File: config.mk
export PLATFORM = sky130hd
export DESIGN_NAME = jtag_vpi_driver
export DESIGN_NICKNAME = d
export VERILOG_FILES = /design/src/rtl/jtag_vpi_pkg.sv /design/src/rtl/jtag_tck_gen.sv /design/src/rtl/jtag_vpi_driver.sv
export SDC_FILE = /design/constraint.sdc
export NUM_CORES = 1
export LEC_CHECK = 0
export ABC_AREA = 1
export BUFFER_PORTS_ARGS = -buffer_cell sky130_fd_sc_hd__buf_2
export CORE_MARGIN = 5
export CORE_UTILIZATION = 45
export CTS_CLUSTER_DIAMETER = 200
export DETAILED_ROUTE_END_ITERATION = 8
export GPL_TIMING_DRIVEN = 0
export PLACE_DENSITY = 0.7
export SYNTH_ARGS = -nofsm -noshare
export SYNTH_HDL_FRONTEND = slang
export SYNTH_SLANG_ARGS = --single-unit
File: constraint.sdc
create_clock -name clk_i -period 2 [get_ports clk_i]
set_clock_uncertainty 0.05 [all_clocks]
set_input_delay 0.1 -clock clk_i [delete_from_list [all_inputs] [get_ports clk_i]]
set_output_delay 0.1 -clock clk_i [all_outputs]
set_load 0.01 [all_outputs]
File: src/rtl/jtag_vpi_pkg.sv
// rtl/jtag_vpi_pkg.sv - shared encodings for the command-driven JTAG master
package jtag_vpi_pkg;

  typedef enum logic [1:0] {
    OP_RESET     = 2'd0,
    OP_TMS_SEQ   = 2'd1,
    OP_SCAN      = 2'd2,
    OP_SCAN_FLIP = 2'd3
  } op_e;

  typedef enum logic [1:0] {
    ST_IDLE = 2'd0,
    ST_LOW  = 2'd1,
    ST_HIGH = 2'd2,
    ST_DONE = 2'd3
  } state_e;

  // Shifted LSB first: five 1s walk any TAP to Test-Logic-Reset, the 0 parks it in Run-Test/Idle.
  localparam logic [5:0] RESET_TMS_PATTERN = 6'b011111;
  localparam int         RESET_LEN         = 6;

endpackage

File: src/rtl/jtag_tck_gen.sv
// rtl/jtag_tck_gen.sv - half-period counter; strobes on the last clk_i of each tck phase
module jtag_tck_gen #(
  parameter int TCK_HALF = 2
) (
  input  logic clk_i,
  input  logic rst_i,
  input  logic run_i,
  output logic phase_end_o
);

  localparam int CW = (TCK_HALF > 1) ? $clog2(TCK_HALF) : 1;
  localparam logic [CW-1:0] LAST = CW'(TCK_HALF - 1);

  logic [CW-1:0] cnt_q, cnt_d;

  assign phase_end_o = run_i && (cnt_q == LAST);

  always_comb begin
    cnt_d = cnt_q;
    if (!run_i || phase_end_o) begin
      cnt_d = '0;
    end else begin
      cnt_d = cnt_q + CW'(1);
    end
  end

  always_ff @(posedge clk_i) begin
    if (rst_i) begin
      cnt_q <= '0;
    end else begin
      cnt_q <= cnt_d;
    end
  end

endmodule

File: src/rtl/jtag_vpi_driver.sv
// rtl/jtag_vpi_driver.sv - valid/ready command port bit-banging tck/tms/tdi and capturing tdo
module jtag_vpi_driver
  import jtag_vpi_pkg::*;
#(
  parameter int TCK_HALF = 2,
  parameter int DATA_W   = 32,
  parameter int LEN_W    = 6
) (
  input  logic              clk_i,
  input  logic              rst_i,
  input  logic              enable,
  input  logic              init_done,
  input  logic              cmd_valid,
  output logic              cmd_ready,
  input  logic [1:0]        cmd_op,
  input  logic [LEN_W-1:0]  cmd_len,
  input  logic [DATA_W-1:0] cmd_data,
  output logic              rsp_valid,
  output logic [DATA_W-1:0] rsp_data,
  output logic              tck,
  output logic              tms,
  output logic              tdi,
  input  logic              tdo
);

  localparam logic [LEN_W-1:0] MAX_LEN = LEN_W'(DATA_W);

  state_e            state_q, state_d;
  op_e               op_q, op_d;
  logic [LEN_W-1:0]  len_q, len_d, idx_q, idx_d;
  logic [DATA_W-1:0] data_q, data_d, cap_q, cap_d;
  logic              armed_q, armed_d, init_prev_q;
  logic              tms_hold_q, tms_hold_d, tdi_hold_q, tdi_hold_d;

  logic              running, phase_end, bit_val, last_bit, tms_bit, tdi_bit;
  logic [DATA_W-1:0] data_sh;
  logic [LEN_W-1:0]  len_clamped;

  assign running = (state_q == ST_LOW) || (state_q == ST_HIGH);

  jtag_tck_gen #(.TCK_HALF(TCK_HALF)) u_tck_gen (
    .clk_i       (clk_i),
    .rst_i       (rst_i),
    .run_i       (running && enable),
    .phase_end_o (phase_end)
  );

  assign data_sh     = data_q >> idx_q;
  assign bit_val     = data_sh[0];
  assign last_bit    = (idx_q + LEN_W'(1)) == len_q;
  assign len_clamped = (cmd_len > MAX_LEN) ? MAX_LEN : cmd_len;
  assign cmd_ready   = (state_q == ST_IDLE) && armed_q && enable;

  always_comb begin
    tms_bit = 1'b0;
    tdi_bit = 1'b0;
    case (op_q)
      OP_RESET, OP_TMS_SEQ: tms_bit = bit_val;
      OP_SCAN:              tdi_bit = bit_val;
      default: begin
        tdi_bit = bit_val;
        tms_bit = last_bit;
      end
    endcase
  end

  always_comb begin
    state_d    = state_q;
    op_d       = op_q;
    len_d      = len_q;
    idx_d      = idx_q;
    data_d     = data_q;
    cap_d      = cap_q;
    armed_d    = armed_q | (init_prev_q & ~init_done);
    tms_hold_d = tms_hold_q;
    tdi_hold_d = tdi_hold_q;
    if (running) begin
      tms_hold_d = tms_bit;
      tdi_hold_d = tdi_bit;
    end
    // Disable aborts any command silently; armed survives so re-enable needs no new init pulse.
    if (!enable) begin
      state_d    = ST_IDLE;
      tms_hold_d = 1'b0;
      tdi_hold_d = 1'b0;
    end else begin
      case (state_q)
        ST_IDLE: begin
          if (cmd_valid && cmd_ready) begin
            op_d  = op_e'(cmd_op);
            idx_d = '0;
            cap_d = '0;
            if (op_e'(cmd_op) == OP_RESET) begin
              len_d   = LEN_W'(RESET_LEN);
              data_d  = DATA_W'(RESET_TMS_PATTERN);
              state_d = ST_LOW;
            end else begin
              len_d   = len_clamped;
              data_d  = cmd_data;
              state_d = (len_clamped == '0) ? ST_DONE : ST_LOW;
            end
          end
        end
        ST_LOW: begin
          if (phase_end) state_d = ST_HIGH;
        end
        ST_HIGH: begin
          if (phase_end) begin
            cap_d = cap_q | (DATA_W'(tdo) << idx_q);
            if (last_bit) begin
              state_d = ST_DONE;
            end else begin
              idx_d   = idx_q + LEN_W'(1);
              state_d = ST_LOW;
            end
          end
        end
        default: state_d = ST_IDLE;
      endcase
    end
  end

  always_ff @(posedge clk_i) begin
    if (rst_i) begin
      state_q     <= ST_IDLE;
      op_q        <= OP_RESET;
      len_q       <= '0;
      idx_q       <= '0;
      data_q      <= '0;
      cap_q       <= '0;
      armed_q     <= 1'b0;
      init_prev_q <= 1'b0;
      tms_hold_q  <= 1'b0;
      tdi_hold_q  <= 1'b0;
    end else begin
      state_q     <= state_d;
      op_q        <= op_d;
      len_q       <= len_d;
      idx_q       <= idx_d;
      data_q      <= data_d;
      cap_q       <= cap_d;
      armed_q     <= armed_d;
      init_prev_q <= init_done;
      tms_hold_q  <= tms_hold_d;
      tdi_hold_q  <= tdi_hold_d;
    end
  end

  assign tck       = enable && (state_q == ST_HIGH);
  assign tms       = enable && (running ? tms_bit : tms_hold_q);
  assign tdi       = enable && (running ? tdi_bit : tdi_hold_q);
  assign rsp_valid = enable && (state_q == ST_DONE);
  assign rsp_data  = rsp_valid ? cap_q : '0;

endmodule

# Word-level counts from Yosys, hierarchy flattened
# Index checks and enable logic that the tools add are counted.
# word_totals
word_cells,77
out_inout_bits,37
register_bits,85
romBits,0
latchBits,0
ramBits,0
memories,0
# op_classes
n_reduce_logical,24
n_eq_ne,10
mul,0
magnitude_cmp,1
add_sub_neg,2
bitwise,5
div_mod_pow,0
muxes,22
shift,2
# ops
cell,count
32-bit 2-to-1 mux,4
32-bit one-hot mux with 2 select lines,1
32-bit bitwise OR,1
1-bit by 6-bit << shifter with 32-bit output,1
32-bit by 6-bit >> shifter with 1-bit output,1
6-bit 2-to-1 mux,5
2-bit 2-to-1 mux,6
6-bit one-hot mux with 2 select lines,1
1-bit logical AND,9
6-bit by 1-bit adder with 6-bit output (second input constant),1
2-bit == test (second input constant),3
6-bit == test,1
6-bit greater-than comparator (second input constant),1
2-bit logical NOT,3
6-bit logical NOT,1
2-bit by 1-bit != test with 1-bit output (second input constant),3
2-bit one-hot mux with 3 select lines,1
3-bit AND reduction,2
2-bit OR reduction,3
5-bit AND reduction,1
2-bit by 1-bit == test with 1-bit output (second input constant),2
4-bit AND reduction,1
1-bit 2-to-1 mux,3
1-bit logical OR,2
other kinds (8),9

# Logic depth before layout (Yosys ltp)
# Gate-level depths: netlist of run 1.
# depth
word_depth,7
depth_mapped,14
mapped_depth_nobuf,14

# Hierarchy
# Synthesis of run 1 repeated with hierarchy kept, for this count alone.
# hier_totals
cells_unflattened,607
area_unflattened_um2,4053.9
# by_module_without_submodules
mod,instances,seq_area_each_um2,area_each_um2,cells_per_inst
jtag_vpi_driver,1,1681.6,4012.6,601
jtag_tck_gen,1,20.0,41.3,6

# Worst setup path after synthesis of run 1
# OpenSTA, ideal clock, no wires.
# synth_path
path_type,flip-flop to flip-flop
from,register state_q[0]
to,register cap_q[31]
t_arrival_ps,1739
setup_ps,117
path_slack_ps,94
path_stages_with_launch,11
path_cell_list,dfxtp_1 -> inv_1 -> ha_1 -> inv_1 -> nor3_4 -> nand2_2 -> nand2_2 -> nand3_4 -> o21ai_1 -> buf_2 -> nor2_1
# synth_via
elab_chain_cells,6
word_cells_on_any_way,14
cone_classes,eq/ne (4); mux (1); reduce/logical (9)
# synth_rtl
item,line_no,rtl
from (decl),jtag_vpi_driver.sv:28,"state_e state_q, state_d;"
from (signal assigned),jtag_vpi_driver.sv:136,state_q <= state_d;
2-bit logical NOT,jtag_vpi_driver.sv:52,assign cmd_ready = (state_q == ST_IDLE) && armed_q && enable;
1-bit logical AND (2 in series),jtag_vpi_driver.sv:52,
net cmd_ready,jtag_vpi_driver.sv:14,"output logic cmd_ready,"
1-bit logical AND,jtag_vpi_driver.sv:89,if (cmd_valid && cmd_ready) begin
2-bit by 1-bit != test with 1-bit output (no source line),n/a,
4-bit AND reduction (no source line),n/a,
to (signal assigned),jtag_vpi_driver.sv:141,cap_q <= cap_d;
to (decl),jtag_vpi_driver.sv:31,"logic [DATA_W-1:0] data_q, data_d, cap_q, cap_d;"
# The timed path passes the listed nets, and every way through them passes these cells.
# A chain may end at the register's enable or synchronous reset.

# Worst setup path in the final report of run 1
# layout_path
from,register idx_q[0]
to,output port tms
# layout_via
elab_chain_cells,5
word_cells_on_any_way,6
cone_classes,add/sub (1); eq/ne (1); shift (1); mux (2); reduce/logical (1)
# layout_rtl
item,line_no,rtl
from (decl),jtag_vpi_driver.sv:30,"logic [LEN_W-1:0] len_q, len_d, idx_q, idx_d;"
from (signal assigned),jtag_vpi_driver.sv:139,idx_q <= idx_d;
6-bit by 1-bit adder with 6-bit output,jtag_vpi_driver.sv:50,assign last_bit = (idx_q + LEN_W'(1)) == len_q;
6-bit == test,jtag_vpi_driver.sv:50,
1-bit one-hot mux with 2 select lines (*),jtag_vpi_driver.sv:57,case (op_q)
1-bit 2-to-1 mux (*),n/a,
1-bit logical AND (*),jtag_vpi_driver.sv:150,assign tms = enable && (running ? tms_bit : tms_hold_q);
to (decl),jtag_vpi_driver.sv:21,"output logic tms,"
# Every way passes the cells marked *; elsewhere a longest branch is shown, timed or not.

==> flow_results.xml, run 1 <==
<?xml version="1.0" encoding="UTF-8"?>
<metrics>
  <group name="yosys">
    <metric name="synth_top_flop_cell" unit="">dfxtp_1</metric>
    <metric name="synth_commonest_cells" unit="">nand2_1, nor2_1, dfxtp_1</metric>
    <metric name="synthDistinctLibCells" unit="">28</metric>
    <metric name="synth_edf_count" unit="">0</metric>
    <metric name="synthesis.yosys.warnings" unit="">0</metric>
    <metric name="synthTopCellsByArea" unit="">dfxtp_1, nand2_1, nor2_1, a21oi_1, inv_1</metric>
    <metric name="netlist_instances" unit="">607</metric>
    <metric name="syn_area_per_cell" unit="um^2">6.65</metric>
    <metric name="synth_seq_area_share" unit="%">42.2</metric>
    <metric name="synth_top_cell_area_share" unit="%">42.2</metric>
    <metric name="synth_top_area_cell" unit="">dfxtp_1</metric>
    <metric name="ys_async_sr_fraction" unit="%">0</metric>
    <metric name="synth_area" unit="mm^2">0.00404</metric>
    <metric name="synth.most_common_cell" unit="">nand2_1</metric>
    <metric name="postSynthNetCount" unit="">659</metric>
    <metric name="synth_seq_cells" unit="">85</metric>
  </group>
  <group name="power_and_ir_drop">
    <metric name="power_switching_share" unit="%">26.6</metric>
    <metric name="switchingPower" unit="uW">916</metric>
    <metric name="irDropWorstVdd" unit="V">0.000465</metric>
    <metric name="sequentialPowerShare" unit="%">50.2</metric>
    <metric name="cell_internal_pwr" unit="mW">2.53</metric>
    <metric name="power.share.clock" unit="%">37.2</metric>
    <metric name="power_leakage" unit="nW">2.37</metric>
    <metric name="power_density" unit="mW/mm^2">608</metric>
    <metric name="power_frac_comb" unit="%">12.7</metric>
  </group>
  <group name="placement">
    <metric name="finalWeightedCongestion" unit="">0.878</metric>
    <metric name="dp.cells" unit="">797</metric>
    <metric name="place.detailed.hpwl" unit="um">7920</metric>
    <metric name="number_of_port_buffers" unit="">82</metric>
    <metric name="placed_cell_area" unit="mm^2">0.00458</metric>
  </group>
  <group name="sta">
    <metric name="setup_repair_after_global_routing_missed_its_margin" unit="">yes</metric>
    <metric name="setup_ws" unit="ns">-0.191</metric>
    <metric name="setup_violations" unit="">2</metric>
    <metric name="report.final.slew_viol_count" unit="">0</metric>
    <metric name="post-route-period-util" unit="%">110</metric>
    <metric name="max_freq" unit="GHz">0.456</metric>
    <metric name="slew_at_the_pin_closest_to_its_max_slew_limit" unit="ns">0.663</metric>
    <metric name="timing_hold_violations_final" unit="">0</metric>
    <metric name="timing.max_slew.rel_slack" unit="%">55.4</metric>
    <metric name="fin_hold_ws" unit="ns">0.0167</metric>
    <metric name="period_minus_slack" unit="ns">2.19</metric>
  </group>
  <group name="floorplanning">
    <metric name="die_width" unit="um">105</metric>
    <metric name="design.portCount" unit="">83</metric>
    <metric name="core.rowCount" unit="">34</metric>
    <metric name="die_height" unit="um">105</metric>
    <metric name="initial_utilization" unit="%">46.3</metric>
    <metric name="fp.coreArea" unit="mm^2">0.00872</metric>
    <metric name="design.die.area" unit="mm^2">0.0110</metric>
  </group>
  <group name="run_status">
    <metric name="run_status" unit="">finished with violations</metric>
    <metric name="violations" unit="">setup timing</metric>
  </group>
  <group name="detailed_routing">
    <metric name="vias" unit="">4313</metric>
    <metric name="detail_route.vias_per_cell" unit="">4.97</metric>
    <metric name="drc" unit="">0</metric>
    <metric name="number_of_iterations_in_the_first_detailed_routing_pass" unit="">5</metric>
    <metric name="drt-wirelength-per-cell" unit="um">13.4</metric>
    <metric name="initial_drc_count" unit="">303</metric>
    <metric name="detail_route.wirelength" unit="um">11600</metric>
    <metric name="count_of_nets_left_with_antenna_violations_after_detail_routing" unit="">0</metric>
  </group>
  <group name="setup_path">
    <metric name="timing.critical_path.cells" unit="">buf_6, ha_4, xnor2_2, nand2_1, nor2_1, nand2_1, nor2_2, nand3_1, nand2_1, inv_2, a21oi_2, buf_2</metric>
    <metric name="path_class" unit="">reg -&gt; out</metric>
    <metric name="timing.critical_path.slowest_stage_cell" unit="">dfxtp_4</metric>
    <metric name="critPathArrivalTime" unit="ns">2.04</metric>
    <metric name="cp_data_required_time" unit="ns">1.85</metric>
    <metric name="timing.critical_path.from_type" unit="">flop</metric>
    <metric name="timing.critical_path.mode_cell" unit="">nand2_1</metric>
    <metric name="cpPeakStageDelay" unit="ns">0.36</metric>
    <metric name="timing.critical_path.to_type" unit="">output port</metric>
    <metric name="critical_path_peak_fanout" unit="">3</metric>
  </group>
  <group name="final_layout">
    <metric name="layoutNonFillerInstCount" unit="">867</metric>
    <metric name="fin_nets" unit="">806</metric>
    <metric name="drive_above_1_share" unit="%">27.0</metric>
    <metric name="synthToLayoutAreaGrowth" unit="%">40.6</metric>
    <metric name="antennaDiodeCount" unit="">0</metric>
    <metric name="final_cell_area" unit="mm^2">0.00568</metric>
  </group>
  <group name="global_route">
    <metric name="first_global_vias" unit="">4188</metric>
    <metric name="grt_start_max_net_pins" unit="">16</metric>
    <metric name="grtUsageTotal" unit="%">20.9</metric>
    <metric name="global_route.overflow_total" unit="">0</metric>
    <metric name="grt_antenna_before_repair" unit="">0</metric>
    <metric name="grt_pass1_wl" unit="um">19300</metric>
  </group>
  <group name="clock_network">
    <metric name="tritoncts.num_buffers" unit="">9</metric>
    <metric name="clock_sinks" unit="">85</metric>
    <metric name="cts.htree.levels" unit="">3</metric>
    <metric name="clk-insertion-delay-late" unit="ns">0.36</metric>
    <metric name="path_clk_slew" unit="ns">0.09</metric>
    <metric name="cts_tree" unit="">built</metric>
    <metric name="cts_buffer_depth" unit="">2</metric>
    <metric name="cts.root.buffer_cell" unit="">clkbuf_8</metric>
  </group>
  <group name="hold_path">
    <metric name="holdCritPathClass" unit="">in -&gt; reg</metric>
  </group>
  <group name="run">
    <metric name="drv_cap" unit="">0</metric>
  </group>
</metrics>
-- logic make-up after synthesis --
| family | synth area share (%) |
|---|---|
| xor+xnor | 0.868 |
| fa+ha+maj | 1.86 |
| buf+inv | 10.4 |
| simple gates | 31.1 |
| flops | 42.2 |
| compound gates | 13.6 |
-- worst max-delay path, delay by kind of cell, from the launching register on --
kind | cells | cell delay (ns)
fa+ha+maj | 1 | 0.27
xor+xnor | 1 | 0.10
buf+inv | 3 | 0.30
flops | 1 | 0.36
compound gates | 1 | 0.11
simple gates | 6 | 0.53
-- stage by stage --
| stage | utilization (%) | setup WS [ns] | TNS [ns] | total power [mW] |
|---|---|---|---|---|
| floorplan | - | 0.0939 | 0 | 1.95 |
| global placement | 52.5 | -0.287 | -10.62 | 2.05 |
| detailed placement | 52.5 | -0.308 | -12.59 | 2.06 |
| CTS | 61.9 | -0.140 | -0.258 | 3.41 |
| global route | 65.1 | -0.286 | -1.36 | 3.57 |
| finish | 65.1 | -0.191 | -0.324 | 3.45 |
-- cell usage in the layout, fill, tap and decap left out, drive strengths merged --
cell	count
nand2	150
nor3	10
xor2	3
nor4	3
nand3	33
bufinv	1
a211oi	5
ha	6
buf	114
clkinvlp	3
clkbuf	24
xnor2	1
o21ai	21
o211ai	1
clkinv	2
o221a	2
dlygate4sd3	39
inv	74
nor2	107
dfxtp	85
a21oi	75
-- per-layer routing --
layer / share of wire, % / GRT usage (%)
met5: 0 / 0
met4: 2.2 / 7.58
met3: 6.4 / 4.75
met2: 47 / 35.1
met1: 44 / 26.4
-- timing repair --
item | CTS | global route
setup endpoints to repair | 76 | 58
resized for setup | 51 | 78
pin swaps | 13 | 40
endpoints found under the hold margin | 40 | 0
hold buffers | 39 | 0
setup buffers | 8 | 6
gates cloned | 2 | 0
-- flip-flops by register name, summed over array words and instances, names as in the netlist --
signal,flops
state_q,2
idx_q,6
armed_q,1
cap_q,32
tms_hold_q,1
tdi_hold_q,1
len_q,6
u_tck_gen.cnt_q,1
data_q,32
op_q,2
init_prev_q,1
-- final timing paths --
kind,slack [ns],to,depth (start not counted),startpoint
worst min register to register,0.38,u_tck_gen.cnt_q$_SDFF_PP0_,1,u_tck_gen.cnt_q$_SDFF_PP0_
worst max register to register,0.06,cap_q[14]$_SDFFE_PP0P_,11,state_q[1]$_SDFFE_PP0P_
worst min-delay path,0.02,data_q[4]$_SDFFE_PP0P_,3,cmd_data[4]
worst max-delay path,-0.19,tms,12,idx_q[0]$_SDFFE_PP0P_
-- final cells by class --
class | count | area (um^2)
fill | 769 | 3050
multi-input combinational | 417 | 2150
sequential | 85 | 1720
timing repair buffer | 137 | 956
inverter | 74 | 297
buffer | 30 | 216
clock buffer | 10 | 138
tap | 108 | 135
clock inverter | 6 | 71.3
-- power by group through the flow --
stage,clock network (mW),logic (mW),registers (mW)
global route,1.36,0.478,1.73
CTS,1.29,0.387,1.73
global placement,0,0.282,1.77
floorplan,0,0.184,1.76
detailed placement,0,0.287,1.77
finish,1.28,0.437,1.73
(Power assumes the default switching activity.)
==> inputs of run 2 (changes only) <==
Settings changed: RECOVER_POWER set to 25.
==> run 2 against run 1 <==
The run still ends with setup timing left; worst setup slack gained 0.0011 ns; core utilization fell by 0.32 points; hold slack got worse by 0.0017 ns; critical path depth unchanged; via count hardly changed; fmax about the same; clock power about the same.
==> flow_results.xml, run 2 (synthesis results as in run 1) <==
<?xml version="1.0" encoding="UTF-8"?>
<metrics>
  <group name="final_layout">
    <metric name="drive_above_1_share" unit="%">24.8</metric>
    <metric name="antennaDiodeCount" unit="">0</metric>
    <metric name="fin_nets" unit="">806</metric>
    <metric name="most-common-layout-cells" unit="">nand2_1, nor2_1, dfxtp_1, buf_2, inv_1</metric>
    <metric name="post-route-util" unit="%">64.8</metric>
    <metric name="final_common_cell" unit="">nand2_1</metric>
    <metric name="layoutNonFillerInstCount" unit="">867</metric>
    <metric name="largestRegisters" unit="">cap_q (32), data_q (32)</metric>
    <metric name="synthToLayoutAreaGrowth" unit="%">39.9</metric>
  </group>
  <group name="setup_path">
    <metric name="path_class" unit="">reg -&gt; out</metric>
    <metric name="cp_data_required_time" unit="ns">1.85</metric>
    <metric name="critPathArrivalTime" unit="ns">2.04</metric>
    <metric name="critical_path_peak_fanout" unit="">3</metric>
    <metric name="timing.critical_path.to_type" unit="">output port</metric>
    <metric name="timing.critical_path.from_type" unit="">flop</metric>
  </group>
  <group name="global_route">
    <metric name="grt_pass1_wl" unit="um">19300</metric>
    <metric name="grt_antenna_before_repair" unit="">0</metric>
    <metric name="global_route.overflow_total" unit="">0</metric>
    <metric name="grt_start_max_net_pins" unit="">16</metric>
    <metric name="first_global_vias" unit="">4188</metric>
    <metric name="grtUsageTotal" unit="%">20.9</metric>
  </group>
  <group name="clock_network">
    <metric name="clock_sinks" unit="">85</metric>
    <metric name="cts.htree.levels" unit="">3</metric>
    <metric name="cts_buffer_depth" unit="">2</metric>
    <metric name="cts_tree" unit="">built</metric>
    <metric name="tritoncts.num_buffers" unit="">9</metric>
    <metric name="clk-insertion-delay-late" unit="ns">0.36</metric>
    <metric name="path_clk_slew" unit="ns">0.08</metric>
    <metric name="cts.root.buffer_cell" unit="">clkbuf_8</metric>
  </group>
  <group name="floorplanning">
    <metric name="design.die.area" unit="mm^2">0.0110</metric>
    <metric name="die_width" unit="um">105</metric>
    <metric name="fp.coreArea" unit="mm^2">0.00872</metric>
    <metric name="initial_utilization" unit="%">46.3</metric>
    <metric name="design.portCount" unit="">83</metric>
    <metric name="die_height" unit="um">105</metric>
    <metric name="core.rowCount" unit="">34</metric>
  </group>
  <group name="power_and_ir_drop">
    <metric name="irDropWorstVdd" unit="V">0.000462</metric>
    <metric name="fin_total_pwr" unit="mW">3.44</metric>
    <metric name="power_frac_comb" unit="%">12.6</metric>
    <metric name="switchingPower" unit="uW">911</metric>
    <metric name="power_switching_share" unit="%">26.5</metric>
    <metric name="power.share.clock" unit="%">37.1</metric>
    <metric name="sequentialPowerShare" unit="%">50.2</metric>
    <metric name="cell_internal_pwr" unit="mW">2.53</metric>
    <metric name="power_leakage" unit="nW">2.31</metric>
    <metric name="power_density" unit="mW/mm^2">610</metric>
  </group>
  <group name="placement">
    <metric name="dp_worst_setup_slack" unit="ns">-0.308</metric>
    <metric name="place.detailed.hpwl" unit="um">7920</metric>
    <metric name="number_of_port_buffers" unit="">82</metric>
    <metric name="finalWeightedCongestion" unit="">0.878</metric>
    <metric name="dp.cells" unit="">797</metric>
  </group>
  <group name="sta">
    <metric name="setup_repair_after_global_routing_missed_its_margin" unit="">yes</metric>
    <metric name="post-route-period-util" unit="%">110</metric>
    <metric name="slew_at_the_pin_closest_to_its_max_slew_limit" unit="ns">0.663</metric>
    <metric name="setup_ws" unit="ns">-0.190</metric>
    <metric name="timing_hold_violations_final" unit="">0</metric>
    <metric name="max_freq" unit="GHz">0.457</metric>
    <metric name="report.final.slew_viol_count" unit="">0</metric>
    <metric name="period_minus_slack" unit="ns">2.19</metric>
    <metric name="setup_violations" unit="">22</metric>
    <metric name="timing.max_slew.rel_slack" unit="%">55.4</metric>
  </group>
  <group name="detailed_routing">
    <metric name="drc" unit="">0</metric>
    <metric name="vias" unit="">4316</metric>
    <metric name="detail_route.wirelength" unit="um">11600</metric>
    <metric name="number_of_iterations_in_the_first_detailed_routing_pass" unit="">5</metric>
    <metric name="initial_drc_count" unit="">297</metric>
    <metric name="drt-wirelength-per-cell" unit="um">13.4</metric>
    <metric name="count_of_nets_left_with_antenna_violations_after_detail_routing" unit="">0</metric>
    <metric name="detail_route.vias_per_cell" unit="">4.98</metric>
  </group>
  <group name="run">
    <metric name="drv_cap" unit="">0</metric>
  </group>
  <group name="hold_path">
    <metric name="holdCritPathClass" unit="">in -&gt; reg</metric>
  </group>
  <group name="run_status">
    <metric name="run_status" unit="">finished with violations</metric>
    <metric name="violations" unit="">setup timing</metric>
  </group>
</metrics>
==> run 2: changes by cell type in the layout (fill, tap and decap cells not counted) <==
| cell | change |
|---|---|
| buf_1 | -2 |
| nand2_2 | -1 |
| buf_2 | -13 |
| nand2_1 | +1 |
| dfxtp_4 | -1 |
| ha_1 | +1 |
| ha_2 | -1 |
| dfxtp_1 | +1 |
| inv_4 | -1 |
| clkbuf_1 | +15 |
| inv_1 | +1 |
==> run 2: worst max-delay path, cell delays in order, from the launching register on <==
cell and delay, ns:
dfxtp_4 0.36, buf_6 0.12, ha_4 0.27, xnor2_2 0.10, nand2_1 0.06, nor2_1 0.08
nand2_1 0.07, nor2_2 0.13, nand3_1 0.10, nand2_1 0.09, inv_2 0.04, a21oi_2 0.11
buf_2 0.14
==> run 2: final cells by class <==
type,count,area (um^2)
Tap cell,108,135
Clock buffer,10,138
Buffer,30,216
Multi-Input combinational cell,417,2140
Fill cell,780,3070
Sequential cell,85,1710
Clock inverter,6,71.3
Timing Repair Buffer,137,940
Inverter,74,294
==> run 2: repair_timing <==
action	in CTS	in global routing
pin swaps	13	40
hold endpoints to repair	40	0
hold buffers	39	0
endpoints found under the setup margin	76	58
buffers inserted	8	6
cloned	2	0
gates resized for setup	51	78
==> run 2: per-stage QoR <==
step / TNS, ns / area [um^2] / hold WS, ns
after detailed placement: -12.59 / 4580 / 0.271
after floorplan: 0 / 4040 / 0.175
after global placement: -10.62 / 4580 / 0.273
after global routing: -9.80 / 5650 / 0.0255
final: -1.14 / 5650 / 0.0150
after CTS: -0.258 / 5400 / 0.00109
==> run 2: worst paths after layout <==
| path | start | end | slack, ns | cells past startpoint |
|---|---|---|---|---|
| max | idx_q[0]$_SDFFE_PP0P_ | tms | -0.19 | 12 |
| min reg2reg | u_tck_gen.cnt_q$_SDFF_PP0_ | u_tck_gen.cnt_q$_SDFF_PP0_ | 0.38 | 1 |
| max reg2reg | state_q[0]$_SDFFE_PP0P_ | cap_q[14]$_SDFFE_PP0P_ | -0.07 | 11 |
| min | cmd_op[0] | op_q[0]$_SDFFE_PP0P_ | 0.01 | 3 |
==> run 2: layer usage <==
metal	part of all wire, %	track usage (%)	routed length [um]	vias up
li1	-	-	-	2198
met1	44	26.4	5120	1956
met2	48	35.1	5510	138
met3	6.0	4.75	699	24
met4	2.2	7.58	255	0
met5	0	0	0	-
==> run 2: power groups by stage <==
stage          combinational (mW)  clock, mW  sequential [mW]
2_1_floorplan               0.184          0             1.76
3_3_place_gp                0.282          0             1.77
3_5_place_dp                0.287          0             1.77
4_1_cts                     0.387       1.29             1.73
5_1_grt                     0.476       1.36             1.73
6_report                    0.435       1.28             1.73
